**src/rtl/_piso8_tx_pkg.sv**
```systemverilog
// Shared definitions for the _piso8_tx transmitter: FSM state encoding.
// The encoding is kept bit-identical to the legacy ST_IDLE/ST_SHIFT values.
package _piso_defs;

  typedef enum logic {
    ST_IDLE  = 1'b0,
    ST_SHIFT = 1'b1
  } piso_state_t;

endpackage

```
**src/rtl/_shreg_piso.sv**
```systemverilog
// WIDTH-bit parallel-load shift register with sync reset; shifts toward the
// output end (bit 0 when LSB_FIRST, else bit WIDTH-1) with zero fill.
module _shreg_piso #(
  parameter int unsigned WIDTH     = 8,
  parameter int unsigned LSB_FIRST = 1
) (
  input  logic             clk,
  input  logic             reset,
  input  logic             load,
  input  logic             shift,
  input  logic [WIDTH-1:0] din,
  output logic             out_bit
);

  logic [WIDTH-1:0] q;

  always_ff @(posedge clk) begin
    if (reset) begin
      q <= '0;
    end else if (load) begin
      q <= din;
    end else if (shift) begin
      if (LSB_FIRST != 0) q <= {1'b0, q[WIDTH-1:1]};
      else                q <= {q[WIDTH-2:0], 1'b0};
    end
  end

  assign out_bit = (LSB_FIRST != 0) ? q[0] : q[WIDTH-1];

endmodule

```
**src/rtl/_piso8_tx.sv**
```systemverilog
// Parallel-in/serial-out transmitter: valid/ready word load, one bit per
// shift_en strobe, with remaining-bit count and an end-of-frame pulse.
module _piso8_tx
  import _piso_defs::*;
#(
  parameter int unsigned WIDTH     = 8,
  parameter int unsigned LSB_FIRST = 1
) (
  input  logic                       clk,
  input  logic                       reset,
  input  logic                       load_valid,
  output logic                       load_ready,
  input  logic [WIDTH-1:0]           load_data,
  input  logic                       shift_en,
  output logic                       sout,
  output logic                       sout_valid,
  output logic [$clog2(WIDTH+1)-1:0] bit_cnt,
  output logic                       frame_done
);

  localparam int unsigned CW = $clog2(WIDTH + 1);

  piso_state_t   state;
  logic [CW-1:0] cnt;
  logic          do_load;
  logic          do_shift;
  logic          sh_out;

  assign do_load  = (state == ST_IDLE)  && load_valid;
  assign do_shift = (state == ST_SHIFT) && shift_en;

  // Shifting on the final strobe too leaves the register all-zero between frames.
  _shreg_piso #(
    .WIDTH     (WIDTH),
    .LSB_FIRST (LSB_FIRST)
  ) u_shreg (
    .clk     (clk),
    .reset   (reset),
    .load    (do_load),
    .shift   (do_shift),
    .din     (load_data),
    .out_bit (sh_out)
  );

  always_ff @(posedge clk) begin
    if (reset) begin
      state      <= ST_IDLE;
      cnt        <= '0;
      frame_done <= 1'b0;
    end else begin
      frame_done <= 1'b0;
      unique case (state)
        ST_IDLE: begin
          if (load_valid) begin
            state <= ST_SHIFT;
            cnt   <= CW'(WIDTH);
          end
        end
        ST_SHIFT: begin
          if (shift_en) begin
            if (cnt == CW'(1)) begin
              state      <= ST_IDLE;
              cnt        <= '0;
              frame_done <= 1'b1;
            end else begin
              cnt <= cnt - CW'(1);
            end
          end
        end
        default: begin
          state <= ST_IDLE;
          cnt   <= '0;
        end
      endcase
    end
  end

  assign load_ready = (state == ST_IDLE);
  assign sout_valid = (state == ST_SHIFT);
  assign sout       = sout_valid & sh_out;
  assign bit_cnt    = cnt;

endmodule

```
**config.mk**
```make
export PLATFORM = sky130hd
export DESIGN_NAME = _piso8_tx
export DESIGN_NICKNAME = d
export VERILOG_FILES = /design/src/rtl/_piso8_tx_pkg.sv /design/src/rtl/_shreg_piso.sv /design/src/rtl/_piso8_tx.sv
export SDC_FILE = /design/constraint.sdc
export NUM_CORES = 1
export LEC_CHECK = 0
export BUFFER_PORTS_ARGS = -buffer_cell sky130_fd_sc_hd__buf_2
export CAP_MARGIN = 30
export CORE_MARGIN = 2
export CORE_UTILIZATION = 35
export CTS_CLUSTER_DIAMETER = 120
export DETAILED_ROUTE_END_ITERATION = 8
export PLACE_DENSITY_LB_ADDON = 0.2
export SYNTH_ARGS = -nofsm -noshare
export SYNTH_HDL_FRONTEND = slang
export SYNTH_HIERARCHICAL = 1
export SYNTH_SLANG_ARGS = --single-unit
```
**constraint.sdc**
```tcl
create_clock -name clk -period 2.42 [get_ports clk]
set_input_delay 0.484 -clock clk [delete_from_list [all_inputs] [get_ports clk]]
set_output_delay 0.484 -clock clk [all_outputs]
set_load 0.03 [all_outputs]
```
---- Yosys cells after proc, flatten, opt, wreduce, memory -nomap -nowiden ----
Cells that the tools add are included.
storage, ports and cells
  bits in registers ....................... 14
  input port bits ......................... 12
  logic and storage cells ................. 27
cells by class
  add/sub/neg operators ................... 1
  equality and inequality tests ........... 3
  muxes and demuxes ....................... 11
  bitwise logic cells ..................... 3
  reductions and logical operators ........ 5
operators by type and width
  kind                 count
  $mux 8               2
  $mux 4               3
  $pmux 4 s2           1
  $eq 4x1->1 const B   1
  $mux 1               4
  $ne 2x2->1 const B   2
  $sub 4x1->4 const B  1
  $reduce_or 3->1      1
  $logic_and 1x1->1    2
  $not 1->1            2
  $pmux 1 s2           1
  $reduce_and 2->1     1
  $reduce_bool 2->1    1
  $and 1x1->1          1

---- Longest topological paths before layout ----
  word-level depth ........................ 4
  mapped depth ............................ 5
  depth with buffers taken out ............ 5

---- By module ----
Netlist, hierarchy kept.
modules (own cells, without submodules)
  module       times used  cells each  area an instance (µm²)  seq. area each (µm²)
  _shreg_piso  1           35          369.1                   160.2
  _piso8_tx    1           35          304.0                   120.1

---- Least setup slack after synthesis ----
No wires, ideal clock.
  path type ............................... reg2reg
  start ................................... register cnt[0] (netlist: bit_cnt[0])
  end ..................................... register cnt[2] (netlist: bit_cnt[2])
  setup time .............................. 0.117 ns
  arrival ................................. 1.610 ns
  data required time ...................... 2.303 ns
  path slack .............................. 0.692 ns
  stages on the path, launching flop included .. 5
  cells stage by stage .................... dfxtp_1 > ha_1 > or3b_2 > nor3b_1 > a32o_1
on the way
  word-level cells in the longest chain between the ends .. 4
  elaborated cells on any way between the ends .. 5
  those cells by class .................... 1 x add/sub; 1 x eq/ne; 3 x mux
ends and longest elaborated chain
  element                                    RTL line                          source
  start: declaration                         _piso8_tx.sv:24                   logic [CW-1:0] cnt;
  start signal: assignment                   _piso8_tx.sv:56                   cnt <= CW'(WIDTH);
  start signal: assignment                   _piso8_tx.sv:66                   cnt <= cnt - CW'(1);
  $sub 4x1->4 or $eq 4x1->1 (tied branches)  _piso8_tx.sv:66, _piso8_tx.sv:61
  $mux 4 (*)                                 _piso8_tx.sv:61                   if (cnt == CW'(1)) begin
  $mux 4 (*)                                 _piso8_tx.sv:60                   if (shift_en) begin
  $pmux 4 s2 (*)                             _piso8_tx.sv:52                   unique case (state)
Mark *: on every way between the ends. The rest lies on a longest branch, timed or not. The select of a mux whose other input is x is not followed.
A chain may end at the register's enable or synchronous reset.

---- Final worst setup path ----
Same ends and word-level chain as after synthesis.

==> impl_summary.log <==
INFO  metric status = completed
INFO  metric finish.net_count = roughly 110
INFO  metric synth_area = ~670 sq um
INFO  metric mostFrequentLayoutCell = sky130_fd_sc_hd__buf_2
INFO  metric pwr_density_cell = about 630 nW/um^2
INFO  metric first_pass_grt_wire_length = 2150 um
INFO  metric final-hold-violation-count = 0
INFO  metric chipHeight = about 48 um
INFO  metric cts-buffers-inserted = 3
INFO  metric startpoint_class_of_the_critical_path = flip-flop
INFO  metric timing.setup.critical_path_class = reg -> reg
INFO  metric drt_pass1_iterations = 4
INFO  metric grt_setup_unrepaired = false
INFO  metric crit_path_end_kind = flip-flop
INFO  metric dr_total_vias = 578
INFO  metric floorplan.initialDensity = 0.382
INFO  metric power_leakage = 0.352 nW
INFO  metric cts-root-buf = sky130_fd_sc_hd__clkbuf_4
INFO  metric drtAntennaViolNets = 0
INFO  metric grt_overflow = 0
INFO  metric final_cell_mix = sky130_fd_sc_hd__buf_2, sky130_fd_sc_hd__dfxtp_1, sky130_fd_sc_hd__mux2i_1, sky130_fd_sc_hd__nor2b_1
INFO  metric cell_by_cell_listing_of_the_critical_path = ha_1 -> or3b_2 -> nor3b_1 -> a32o_1
INFO  metric min_path_type = in -> reg
INFO  metric numPortBuffers = 19
INFO  metric design.portCount = 20
INFO  metric grt_antenna_before_repair = 0
INFO  metric die_area = approximately 2300 sq um
INFO  metric floorplan.core_area = 1760 sq um
INFO  metric maxCapViolCount = 0
INFO  metric number_of_global_route_vias_before_repair = 503
INFO  metric placement_setup_slack = 0.840 ns
INFO  metric globalRouteTotalUtil = 0.142
INFO  metric yosysWarningCount = 6
INFO  metric postSynthCellCount = 70
INFO  metric number_of_gates_resized_after_cts = 0
INFO  metric worst_slew_margin_rel = 0.758
INFO  metric critical_path.max_fanout = 6
INFO  metric dp_hpwl = about 980 um
INFO  metric post_synth_num_cell_types = 26
INFO  metric setup_viol_count_final = 0
INFO  metric antenna_cells_inserted = 0
INFO  metric die_width = roughly 48 um
INFO  metric placed_cell_area = between 700 and 800 sq um
INFO  metric core.rowCount = 15
INFO  metric gp_congestion = slightly above 0.7
INFO  metric drc = 0
INFO  metric tritoncts_clock_tree = done
INFO  metric post-route-util = 0.462
INFO  metric worst-r2r-setup-slack = about 0.82 ns
INFO  metric ys_ff_latch = 14
INFO  metric h-tree-depth = 1
INFO  metric finish.instance_area = between 800 and 900 sq um
INFO  metric fillers = a little over 200
INFO  metric clock_skew = about 0.007 ns
INFO  metric starting_drc_count_in_detailed_routing = 3
INFO  metric finalWorstPathRequiredPeriod = 1.60 ns
INFO  metric path_clk_slew = ~0.09 ns
INFO  metric regArea = around 280 sq um
INFO  metric max-clock-path-buffers = 2
INFO  metric grt_max_degree = 16
INFO  metric drt-total-wl = 1340 um
INFO  metric route.detailed.vias_per_inst = ~5.0
INFO  metric crit_path_max_incr_delay = between 0.4 and 0.5 ns
INFO  metric cts_hold_buf = 0
INFO  metric areaGrowthSynthToFinish = 21.0%
INFO  metric worst_pin_slew = 0.363 ns
INFO  metric post_route_cells_drive_above_1_share = 0.286
INFO  metric worst_endpoint_data_arrival_time = about 1.8 ns
INFO  metric drv_slew = 0
INFO  metric multi_input_area = around 350 sq um
INFO  metric post_cts_buffers = 0
INFO  metric drt-wirelength-per-cell = ~12 um
INFO  metric average_footprint_of_a_synthesized_cell = a little under 10 sq um
INFO  metric irDropWorstVdd = around 0.00036 V
INFO  metric clock.fmax = around 620 MHz
INFO  metric clock_sink_count = 14
INFO  metric clock_latency = 0.28 ns
INFO  metric synthesis.nets = between 80 and 90
INFO  metric timing.final.ws_setup = ~0.82 ns
INFO  metric finalSetupTns = 0 ns
INFO  metric yosysSeqAreaShare = 0.416
INFO  metric post-route-period-util = 0.663
INFO  metric slowest_stage = sky130_fd_sc_hd__or3b_2
INFO  metric required = 2.59 ns
==> cell type report <==
class,count,area share
Clock buffer,4,0.0445
Inverter,7,0.0323
Multi-Input combinational cell,47,0.424
Sequential cell,14,0.344
Tap cell,25,0.0384
Timing Repair Buffer,19,0.117
==> critical path: cells and delay by family, from the launching register on <==
kind / cells / cell delay [ns]
flops: 1 / 0.43
compound gates: 1 / 0.25
simple gates: 2 / 0.64
fa+ha+maj: 1 / 0.18
==> report_power, final <==
part / switching (mW) / internal, mW
clock network: 0.0740 / 0.0915
logic: 0.0522 / 0.0387
registers: 0.0126 / 0.247
==> path summary, 6_finish.rpt <==
kind,from,end,cells past startpoint
max,bit_cnt[0],bit_cnt[2],4
min,load_data[7],u_shreg/q[7],3
max reg2reg,bit_cnt[0],bit_cnt[2],4
min reg2reg,bit_cnt[3],bit_cnt[3],2
==> routing by layer <==
layer / routed length (um) / GRT usage / up-vias
met5: 0 / 0 / -
li1: - / - / 293
met1: 656 / 0.173 / 271
met2: 593 / 0.211 / 12
met4: 21 / 0.0649 / 0
met3: 70 / 0.0679 / 2
==> cells in the mapped netlist, drive strengths merged <==
master,number,area share
o22ai,1,0.0093
o41ai,1,0.013
dfxtp,14,0.42
or2,1,0.0093
or4,1,0.011
nand3,3,0.022
ha,2,0.037
nand2,2,0.015
clkdlybuf4s18,1,0.015
nand2b,1,0.0093
a211oi,7,0.078
a21oi,3,0.022
inv,7,0.039
nor2b,8,0.074
nor3,1,0.0074
or3,1,0.0093
buf,1,0.017
nor3b,1,0.011
a32o,1,0.015
nor2,1,0.0056
or3b,2,0.026
a31oi,1,0.0093
and2,1,0.0093
mux2i,8,0.12
==> state kept, by name, summed over array words and instances, names as in the netlist <==
name,cells
bit_cnt,4
u_shreg/q,8
frame_done,1
sout_valid,1
==> cells by family after synthesis <==
kind of cell | after synthesis | synth area share
DFF | 14 | 0.416
and+or+nand+nor | 23 | 0.210
AOI/OAI and AO/OA | 14 | 0.147
buffers and inverters | 9 | 0.0706
adders and majority gates | 2 | 0.0372
muxes | 8 | 0.119
==> per-stage QoR <==
stage	hold WS [ns]	std cells	power, mW
finish	0.450	116	0.516
global route	0.453	116	0.547
CTS	0.446	116	0.525
detailed placement	0.522	112	0.357
global placement	0.508	112	0.355
floorplan	0.521	70	0.329
Power figures use the tool's default switching activity.
